==> src/rtl/riscv_v_scoreboard_if.sv <==
// -----------------------------------------------------------------------------
// riscv_v_scoreboard_if
// Bundles the ID, EXE and long-latency completion signals seen by the vector
// hazard scoreboard, together with its stall/issue and status outputs.
//   master : decode/issue side (drives ID/EXE/completion, reads status)
//   slave  : the scoreboard itself
// -----------------------------------------------------------------------------
interface riscv_v_scoreboard_if #(
  parameter int NUM_VREGS       = 32,
  parameter int MAX_OUTSTANDING = 4,
  parameter int CNT_W           = $clog2(MAX_OUTSTANDING + 1)
);
  // ID stage
  logic                 id_valid;
  logic [4:0]           id_rs1;
  logic [4:0]           id_rs2;
  logic                 id_rs1_used;
  logic                 id_rs2_used;
  logic                 id_mask_used;
  logic [4:0]           id_rd;
  logic                 id_rd_wr;
  logic                 id_long_lat;
  logic                 id_fence;
  // EXE stage
  logic                 exe_valid;
  logic                 exe_is_load;
  logic [4:0]           exe_rd;
  logic                 exe_rd_wr;
  // long-latency completion
  logic                 lld_valid;
  logic [4:0]           lld_rd;
  // scoreboard outputs
  logic                 id_stall;
  logic                 id_issue;
  logic [NUM_VREGS-1:0] busy_vec;
  logic [CNT_W-1:0]     outstanding;
  logic                 fence_draining;

  modport master (
    output id_valid, id_rs1, id_rs2, id_rs1_used, id_rs2_used, id_mask_used,
           id_rd, id_rd_wr, id_long_lat, id_fence,
           exe_valid, exe_is_load, exe_rd, exe_rd_wr,
           lld_valid, lld_rd,
    input  id_stall, id_issue, busy_vec, outstanding, fence_draining
  );

  modport slave (
    input  id_valid, id_rs1, id_rs2, id_rs1_used, id_rs2_used, id_mask_used,
           id_rd, id_rd_wr, id_long_lat, id_fence,
           exe_valid, exe_is_load, exe_rd, exe_rd_wr,
           lld_valid, lld_rd,
    output id_stall, id_issue, busy_vec, outstanding, fence_draining
  );
endinterface

==> src/rtl/riscv_v_scoreboard.sv <==
// -----------------------------------------------------------------------------
// riscv_v_scoreboard
// Hazard scoreboard and issue controller at the vector decode/issue stage.
// Stalls an ID instruction when an operand/mask cannot come from the MEM/WB
// bypass: pending long-latency results, load-use in EXE, WAW on a pending
// register, a full outstanding queue, or a fence waiting for drain.
// Ports:
//   clk   : pipeline clock
//   rst_n : asynchronous active-low reset
//   sb    : slave modport of riscv_v_scoreboard_if (ID/EXE/completion inputs,
//           id_stall/id_issue/busy_vec/outstanding/fence_draining outputs)
// -----------------------------------------------------------------------------
module riscv_v_scoreboard #(
  parameter int NUM_VREGS       = 32,
  parameter int MAX_OUTSTANDING = 4,
  parameter int CNT_W           = $clog2(MAX_OUTSTANDING + 1)
) (
  input  logic                  clk,
  input  logic                  rst_n,
  riscv_v_scoreboard_if.slave   sb
);

  typedef enum logic {ST_RUN = 1'b0, ST_DRAIN = 1'b1} state_e;

  localparam logic [CNT_W-1:0] MAX_CNT = CNT_W'(MAX_OUTSTANDING);

  state_e               state_q, state_d;
  logic [NUM_VREGS-1:0] busy_q, busy_d;
  logic [CNT_W-1:0]     outst_q, outst_d;

  logic raw_ll, waw, lduse, full, fence_hz, drain_hz;
  logic stall, issue, inc, dec;

  // Hazard detection: registered state only, so a completion clears its
  // hazard one cycle later.
  always_comb begin
    raw_ll   = (sb.id_rs1_used  & busy_q[sb.id_rs1]) |
               (sb.id_rs2_used  & busy_q[sb.id_rs2]) |
               (sb.id_mask_used & busy_q[0]);
    waw      = sb.id_rd_wr & busy_q[sb.id_rd];
    lduse    = sb.exe_valid & sb.exe_is_load & sb.exe_rd_wr &
               ((sb.id_rs1_used  & (sb.id_rs1 == sb.exe_rd)) |
                (sb.id_rs2_used  & (sb.id_rs2 == sb.exe_rd)) |
                (sb.id_mask_used & (sb.exe_rd == 5'd0)));
    full     = sb.id_long_lat & (outst_q == MAX_CNT);
    fence_hz = sb.id_fence & ((state_q == ST_DRAIN) | (outst_q != '0));
    drain_hz = (state_q == ST_DRAIN);
    stall    = sb.id_valid & (raw_ll | waw | lduse | full | fence_hz | drain_hz);
    issue    = sb.id_valid & ~stall;
  end

  assign sb.id_stall       = stall;
  assign sb.id_issue       = issue;
  assign sb.busy_vec       = busy_q;
  assign sb.outstanding    = outst_q;
  assign sb.fence_draining = (state_q == ST_DRAIN);

  // Fence FSM: leaves DRAIN once the registered count is zero, so the fence
  // issues in the first RUN cycle that sees an empty long-latency pipe.
  always_comb begin
    state_d = state_q;
    unique case (state_q)
      ST_RUN:   if (sb.id_valid & sb.id_fence & (outst_q != '0)) state_d = ST_DRAIN;
      ST_DRAIN: if (outst_q == '0) state_d = ST_RUN;
      default:  state_d = ST_RUN;
    endcase
  end

  // Busy/outstanding update. Completions of ops without rd carry a non-busy
  // lld_rd, so the decrement ignores busy and is only gated by a zero count.
  // The waw stall keeps set and clear on different registers.
  always_comb begin
    inc    = issue & sb.id_long_lat;
    dec    = sb.lld_valid & (outst_q != '0);
    busy_d = busy_q;
    if (sb.lld_valid) busy_d[sb.lld_rd] = 1'b0;
    if (inc & sb.id_rd_wr) busy_d[sb.id_rd] = 1'b1;
    outst_d = outst_q;
    if (inc & ~dec)      outst_d = outst_q + 1'b1;
    else if (dec & ~inc) outst_d = outst_q - 1'b1;
  end

  always_ff @(posedge clk or negedge rst_n) begin
    if (!rst_n) begin
      state_q <= ST_RUN;
      busy_q  <= '0;
      outst_q <= '0;
    end else begin
      state_q <= state_d;
      busy_q  <= busy_d;
      outst_q <= outst_d;
    end
  end

endmodule
==> src/flat_wrapper.sv <==
// flat-port wrapper written by rule: the top's interface ports become plain ports
module riscv_v_scoreboard_flat 
#(
  parameter int NUM_VREGS       = 32,
  parameter int MAX_OUTSTANDING = 4,
  parameter int CNT_W           = $clog2(MAX_OUTSTANDING + 1)
)
  (clk, rst_n, sb_id_valid, sb_id_rs1, sb_id_rs2, sb_id_rs1_used, sb_id_rs2_used, sb_id_mask_used, sb_id_rd, sb_id_rd_wr, sb_id_long_lat, sb_id_fence, sb_exe_valid, sb_exe_is_load, sb_exe_rd, sb_exe_rd_wr, sb_lld_valid, sb_lld_rd, sb_id_stall, sb_id_issue, sb_busy_vec, sb_outstanding, sb_fence_draining);
  riscv_v_scoreboard_if #(.NUM_VREGS(NUM_VREGS), .MAX_OUTSTANDING(MAX_OUTSTANDING), .CNT_W(CNT_W)) sb_i ();
  input  logic clk;
  input  logic rst_n;
  input wire logic [$bits(sb_i.id_valid)-1:0] sb_id_valid;
  input wire logic [$bits(sb_i.id_rs1)-1:0] sb_id_rs1;
  input wire logic [$bits(sb_i.id_rs2)-1:0] sb_id_rs2;
  input wire logic [$bits(sb_i.id_rs1_used)-1:0] sb_id_rs1_used;
  input wire logic [$bits(sb_i.id_rs2_used)-1:0] sb_id_rs2_used;
  input wire logic [$bits(sb_i.id_mask_used)-1:0] sb_id_mask_used;
  input wire logic [$bits(sb_i.id_rd)-1:0] sb_id_rd;
  input wire logic [$bits(sb_i.id_rd_wr)-1:0] sb_id_rd_wr;
  input wire logic [$bits(sb_i.id_long_lat)-1:0] sb_id_long_lat;
  input wire logic [$bits(sb_i.id_fence)-1:0] sb_id_fence;
  input wire logic [$bits(sb_i.exe_valid)-1:0] sb_exe_valid;
  input wire logic [$bits(sb_i.exe_is_load)-1:0] sb_exe_is_load;
  input wire logic [$bits(sb_i.exe_rd)-1:0] sb_exe_rd;
  input wire logic [$bits(sb_i.exe_rd_wr)-1:0] sb_exe_rd_wr;
  input wire logic [$bits(sb_i.lld_valid)-1:0] sb_lld_valid;
  input wire logic [$bits(sb_i.lld_rd)-1:0] sb_lld_rd;
  output wire logic [$bits(sb_i.id_stall)-1:0] sb_id_stall;
  output wire logic [$bits(sb_i.id_issue)-1:0] sb_id_issue;
  output wire logic [$bits(sb_i.busy_vec)-1:0] sb_busy_vec;
  output wire logic [$bits(sb_i.outstanding)-1:0] sb_outstanding;
  output wire logic [$bits(sb_i.fence_draining)-1:0] sb_fence_draining;
  assign sb_i.id_valid = sb_id_valid;
  assign sb_i.id_rs1 = sb_id_rs1;
  assign sb_i.id_rs2 = sb_id_rs2;
  assign sb_i.id_rs1_used = sb_id_rs1_used;
  assign sb_i.id_rs2_used = sb_id_rs2_used;
  assign sb_i.id_mask_used = sb_id_mask_used;
  assign sb_i.id_rd = sb_id_rd;
  assign sb_i.id_rd_wr = sb_id_rd_wr;
  assign sb_i.id_long_lat = sb_id_long_lat;
  assign sb_i.id_fence = sb_id_fence;
  assign sb_i.exe_valid = sb_exe_valid;
  assign sb_i.exe_is_load = sb_exe_is_load;
  assign sb_i.exe_rd = sb_exe_rd;
  assign sb_i.exe_rd_wr = sb_exe_rd_wr;
  assign sb_i.lld_valid = sb_lld_valid;
  assign sb_i.lld_rd = sb_lld_rd;
  assign sb_id_stall = sb_i.id_stall;
  assign sb_id_issue = sb_i.id_issue;
  assign sb_busy_vec = sb_i.busy_vec;
  assign sb_outstanding = sb_i.outstanding;
  assign sb_fence_draining = sb_i.fence_draining;
  riscv_v_scoreboard #(.NUM_VREGS(NUM_VREGS), .MAX_OUTSTANDING(MAX_OUTSTANDING), .CNT_W(CNT_W)) u_core (.clk(clk), .rst_n(rst_n), .sb(sb_i));
endmodule
==> config.mk <==
export PLATFORM = sky130hd
export DESIGN_NAME = riscv_v_scoreboard_flat
export DESIGN_NICKNAME = d
export VERILOG_FILES = /design/src/rtl/riscv_v_scoreboard_if.sv /design/src/rtl/riscv_v_scoreboard.sv /design/src/flat_wrapper.sv
export SDC_FILE = /design/constraint.sdc
export NUM_CORES = 1
export LEC_CHECK = 0
export ABC_AREA = 0
export BUFFER_PORTS_ARGS = -buffer_cell sky130_fd_sc_hd__buf_2
export CORE_UTILIZATION = 53
export DETAILED_ROUTE_END_ITERATION = 10
export GPL_TIMING_DRIVEN = 0
export PLACE_DENSITY = 0.84
export RECOVER_POWER = 100
export SYNTH_ARGS = -nofsm -noshare
export SYNTH_HDL_FRONTEND = slang
export SYNTH_SLANG_ARGS = --single-unit
==> constraint.sdc <==
create_clock -name clk -period 4.1 [get_ports clk]
set_input_delay 0.615 -clock clk [delete_from_list [all_inputs] [get_ports clk]]
set_output_delay 0.615 -clock clk [all_outputs]
set_load 0.03 [all_outputs]
==> impl_metrics.ini, run 1 <==
[worst_setup_path]
crit_slowest_cell = clkbuf_1
critPathCaptureType = register
cp.required_ps = 4290
cp-start-kind = input port
max_stage_delay_ps = 480
crit_arrival_ps = 3900
r2r_start = u_core.sb.busy_vec[0]
crit_start = sb_id_rs2[1]
path_cells = clkbuf_1 > clkbuf_1 > mux4_1 > a2111oi_0 > and4b_1 > nand3b_1 > nor3_1 > ha_1 > inv_1 > fa_1 > xor2_1 > nor2_1 > xor2_1
critPathKind = in -> reg
path_max_fanout = 10

[synthesis]
netlist_area_um2 = 2740
synthArstFlopShare_pct = 100
ys_seq_area_share_pct = 32.9
syn-num-nets = 306
synthFlopType = dfrtp_1
yosysUniqueCellTypes = 47
ys_ff_latch = 36
synth_edf_count = 0
netlist_instances = 266
syn_area_per_cell_um2 = 10.3
yosys_warnings = 0

[clocking]
numCtsBuffers = 5
clock_path_buffers = 2
path_clk_slew_ps = 60
cts_sinks = 36
tritoncts = built
clock_latency_ps = 290
postCtsHoldBufs = 0
clockRootBuffer = clkbuf_8
h-tree-depth = 2
post_cts_buffers = 0
post_cts_resized = 0

[timing]
rsz0062_at_grt = false
worst_pin_slew_ps = 1860
tns_ps = 0
finalHoldViolations = 0
skew_ps = 6.47
finalSetupViolations = 0
timing.hold.ws_ps = 546
fin_crit_sh_pct = 90.3
max_slew_margin_pct = -23.7
fmaxAchievable_ghz = 0.270
fin_crit_ps = 3700
slew_violations = 37

[global_route]
grt_pass1_wl_um = 12900
overflow = 0
grt_pass1_vias = 2558
busiest_layer = met2
grt_max_degree = 37
grt_use_total_pct = 32.5
grtUsageMet2_pct = 50.7
use_met3_pct = 6.72
antenna_found_initial = 0
gr-usage-met1_pct = 43.1

[power]
p_leak_uw = 0.00129
ir_drop_v = 0.000221
power_density_nw_per_um2 = 321

[finish]
drive_gt1_share_pct = 19.3
area_delta_synth_final_pct = 16.7
diodes = 0
final_area_um2 = 3190
layout_common_cells = 52 x clkbuf_1, 36 x o21ai_0, 36 x dfrtp_1, 33 x o31ai_1, 30 x buf_2
fin_nets = 382
layout_commonest_cell = clkbuf_1

[job]
cap_violations = 1

[floorplanning]
start_util_pct = 56.4
ios = 76
die_w_um = 73.9
die_height_um = 73.9
die_area_um2 = 5450
core_area_um2 = 4850
rows = 25

[hold_path]
min_path_type = reg -> reg
holdCritStartpoint = u_core.sb.fence_draining

[drt]
vias = 2760
first_pass_iters = 5
drc = 0
viasPerCell = 6.75
drt-wirelength-per-cell_um = 20.6
detail-route-antenna-nets = 0
drt_wl_total_um = 8440
first_iter_violations = 196

[placed_design]
port_buffers = 69
routabilityCongestion = 0.893
dp_hpwl_um = 6180
dpl-instance-area_um2 = 3170

[run_status]
violations = max-capacitance violations, max-slew violations
status = finished, violations left
## final cells by class
cell class | count | area (um^2)
Multi-Input combinational cell | 206 | 1690
Buffer | 18 | 105
Tap cell | 67 | 83.8
Fill cell | 424 | 1660
Inverter | 6 | 22.5
Timing Repair Buffer | 69 | 295
Sequential cell | 36 | 901
Clock buffer | 7 | 96.3
## cells by family (layout without fill, tap and decap cells)
logic type      Yosys count  after routing  share of synthesized area [%]
compound gates           91             91                           22.4
simple gates             63             63                           13.9
mux                      37             37                           20.7
flops                    36             36                           32.9
buf+inv                  24            100                           4.75
xor+xnor                 13             13                           4.16
fa+ha+maj                 2              2                           1.19
## where the power goes
| group | switching [uW] | leakage, uW | total, uW | internal, uW |
|---|---|---|---|---|
| logic | 212 | 0.000749 | 325 | 113 |
| registers | 43.6 | 0.000492 | 431 | 387 |
| clock network | 120 | 0.0000503 | 270 | 149 |
| total | 376 | 0.00129 | 1030 | 649 |
## final timing paths
path	to	cells after the start	slack (ps)
max reg2reg	u_core.sb.outstanding[2]	12	800
min reg2reg	u_core.sb.fence_draining	2	550
max	u_core.sb.outstanding[2]	13	400
min	u_core.sb.fence_draining	2	550
max in group asynchronous	u_core.sb.busy_vec[9]	1	2200
min in group asynchronous	u_core.sb.busy_vec[19]	1	820
## synth_stat cells, types with 4 or more instances
cell,instances,area (um^2)
nor2_1,8,30.0
o221ai_1,4,35.0
nor3_1,5,25.0
xor2_1,10,87.6
mux4_2,11,248
mux2i_1,16,160
dfrtp_1,36,901
o31ai_1,31,233
o21ai_0,36,180
o21a_1,4,30.0
nand2_1,8,30.0
nand3_1,8,40.0
or3b_2,5,43.8
nand3b_1,11,82.6
clkbuf_1,8,30.0
mux2_2,7,78.8
inv_1,6,22.5
## critical path: cells and delay by family
kind,cells,cell delay [ps]
compound gates,1,400
xor+xnor,2,370
fa+ha+maj,2,580
buf+inv,3,740
mux,1,390
simple gates,4,790
## registers in the layout, indices dropped and copies added, names as in the netlist
signal / cells
u_core.sb.busy_vec: 32
u_core.sb.outstanding: 3
u_core.sb.fence_draining: 1
## routing by layer
metal	wire length, um	vias up
li1	-	1201
met2	3930	197
met3	902	32
met4	297	0
met5	0	-
met1	3310	1330
## stage by stage
step	utilization [%]	power (uW)	setup slack, ps	std cells
after floorplan	-	645	650	266
after global placement	65.3	752	311	402
after detailed placement	65.3	766	159	402
after CTS	67.3	1030	462	409
after global routing	65.9	1070	163	409
final	65.9	1030	396	409
No activity file was read; power rests on OpenSTA's default activity.
==> run 2: changes to the inputs <==
BUFFER_PORTS_ARGS = default   (was -buffer_cell sky130_fd_sc_hd__buf_2)
CORE_UTILIZATION = 60   (was 53)
DONT_BUFFER_PORTS = 1   (was default)
PLACE_DENSITY = 0.79   (was 0.84)
==> run 2 against run 1 <==
  * The flow now finishes without violations
  * Global-route usage is 3.2 points higher
  * Via count is 9.5% lower
  * Total power hardly changed
  * Clock skew is 0.84 ps lower
==> impl_metrics.ini, run 2 (synthesized netlist as in run 1, its figures left out) <==
[run_status]
status = finished clean

[drt]
detail-route-antenna-nets = 0
vias = 2499
drt_wl_total_um = 8250
viasPerCell = 7.60
first_iter_violations = 255
drt-wirelength-per-cell_um = 25.1
first_pass_iters = 5
drc = 0

[power]
p_int_uw = 657
swShare_pct = 35.9
clockPowerShare_pct = 31.5
seqPwrFrac_pct = 48.2
power_density_nw_per_um2 = 348
ir_drop_v = 0.000212
combinationalPowerShare_pct = 20.2
switchingPower_uw = 368
p_leak_uw = 0.00116

[finish]
largest_reg_flops = 32
area_delta_synth_final_pct = 7.73
drive_gt1_share_pct = 15.9
layout_common_cells = 36 x o21ai_0, 36 x dfrtp_1, 31 x o31ai_1, 16 x mux2i_1
layout.cells.non_filler = 329
diodes = 0
fin_nets = 316

[worst_setup_path]
critPathKind = in -> out
r2r_setup_slack_ps = 720
cp.required_ps = 3480
cp-start-kind = input port
path_max_fanout = 10
crit_arrival_ps = 3080
critPathCaptureType = primary output

[timing]
worst_pin_slew_ps = 763
fin_ws_ps = 404
max_slew_margin_pct = 49.0
tns_ps = 0
slew_violations = 0
fmaxAchievable_ghz = 0.271
rsz0062_at_grt = false
fin_crit_sh_pct = 90.1
skew_ps = 5.63
fin_crit_ps = 3700
finalHoldViolations = 0
finalSetupViolations = 0

[hold_path]
min_path_type = in -> reg

[placed_design]
dp.cells = 318
port_buffers = 0
dp_hpwl_um = 5870
routabilityCongestion = 0.922
place_ws_ps = 197

[global_route]
grt_pass1_vias = 2512
grt_max_degree = 18
grt_use_total_pct = 35.7
grt_pass1_wl_um = 13200
overflow = 0
antenna_found_initial = 0

[clocking]
cts_sinks = 36
h-tree-depth = 2
post_cts_buffers = 0
clockRootBuffer = clkbuf_8
numCtsBuffers = 5
path_clk_slew_ps = 70
clock_latency_ps = 300
clock_path_buffers = 2
tritoncts = built

[floorplanning]
die_area_um2 = 4830
start_util_pct = 62.8
rows = 24
die_w_um = 69.5
die_height_um = 69.5
core_area_um2 = 4350
ios = 76

[job]
cap_violations = 0
-- run 2: cell types whose count changed in the layout (fill, tap and decap cells not counted), moves of 2 or more --
cell,change
o31ai_1,-2
o31ai_2,+2
buf_2,-27
dlygate4sd3_1,+3
clkbuf_1,-43
clkbuf_8,-2
-- run 2: worst paths after layout --
| kind | cells after the start | to | startpoint |
|---|---|---|---|
| max in group asynchronous | 1 | u_core.sb.busy_vec[24] | rst_n |
| worst max-delay path | 8 | sb_id_issue | sb_id_rd[1] |
| worst min-delay path | 2 | u_core.sb.fence_draining | sb_id_valid |
| worst min register to register | 1 | u_core.sb.outstanding[2] | u_core.sb.outstanding[2] |
| min in group asynchronous | 1 | u_core.sb.busy_vec[19] | rst_n |
| worst max register to register | 12 | u_core.sb.outstanding[2] | u_core.sb.busy_vec[3] |
-- run 2: critical path, cell delays in order --
cell	delay, ps
clkbuf_1	370
clkbuf_1	600
mux2i_1	310
o21ai_0	110
o21a_1	210
o31ai_1	230
nand2_1	160
nor3_2	470
-- run 2: per-stage QoR --
stage                     cell area [um^2]  hold WS (ps)  util [%]  total power [uW]
after floorplan                       2740           319         -               645
final                                 2950           487      67.7              1030
after detailed placement              2800           320      64.3               695
after global placement                2800           320      64.3               685
after global routing                  2950           531      67.7              1070
after CTS                             2930         0.322      67.4              1020
-- run 2: layout make-up --
| cell class | instances | area, um^2 |
|---|---|---|
| multi-input combinational | 206 | 1710 |
| fill | 355 | 1410 |
| tap | 52 | 65.1 |
| clock buffer | 5 | 68.8 |
| buffer | 18 | 108 |
| sequential | 36 | 901 |
| clock inverter | 3 | 42.5 |
| timing repair buffer | 3 | 30.0 |
| inverter | 6 | 22.5 |
-- run 2: repair_timing --
| item | 4_1_cts | 5_1_grt |
|---|---|---|
| endpoints found under the setup margin | 0 | 1 |
| hold buffers | 2 | 1 |
| endpoints found under the hold margin | 13 | 15 |
| gates resized for setup | 0 | 1 |
-- run 2: per-layer routing --
metal | global-route usage [%] | up-vias | share of wire [%]
met5 | 0 | - | 0
met4 | 15.4 | 0 | 3.0
met3 | 8.87 | 26 | 11
met2 | 54.9 | 182 | 47
met1 | 48.4 | 1219 | 39
li1 | - | 1072 | -
-- run 2: power groups by stage --
stage,combinational [uW],sequential (uW),clock [uW]
floorplan,157,487,0
global placement,186,499,0
detailed placement,194,501,0
CTS,201,494,320
global route,227,502,338
finish,207,495,323
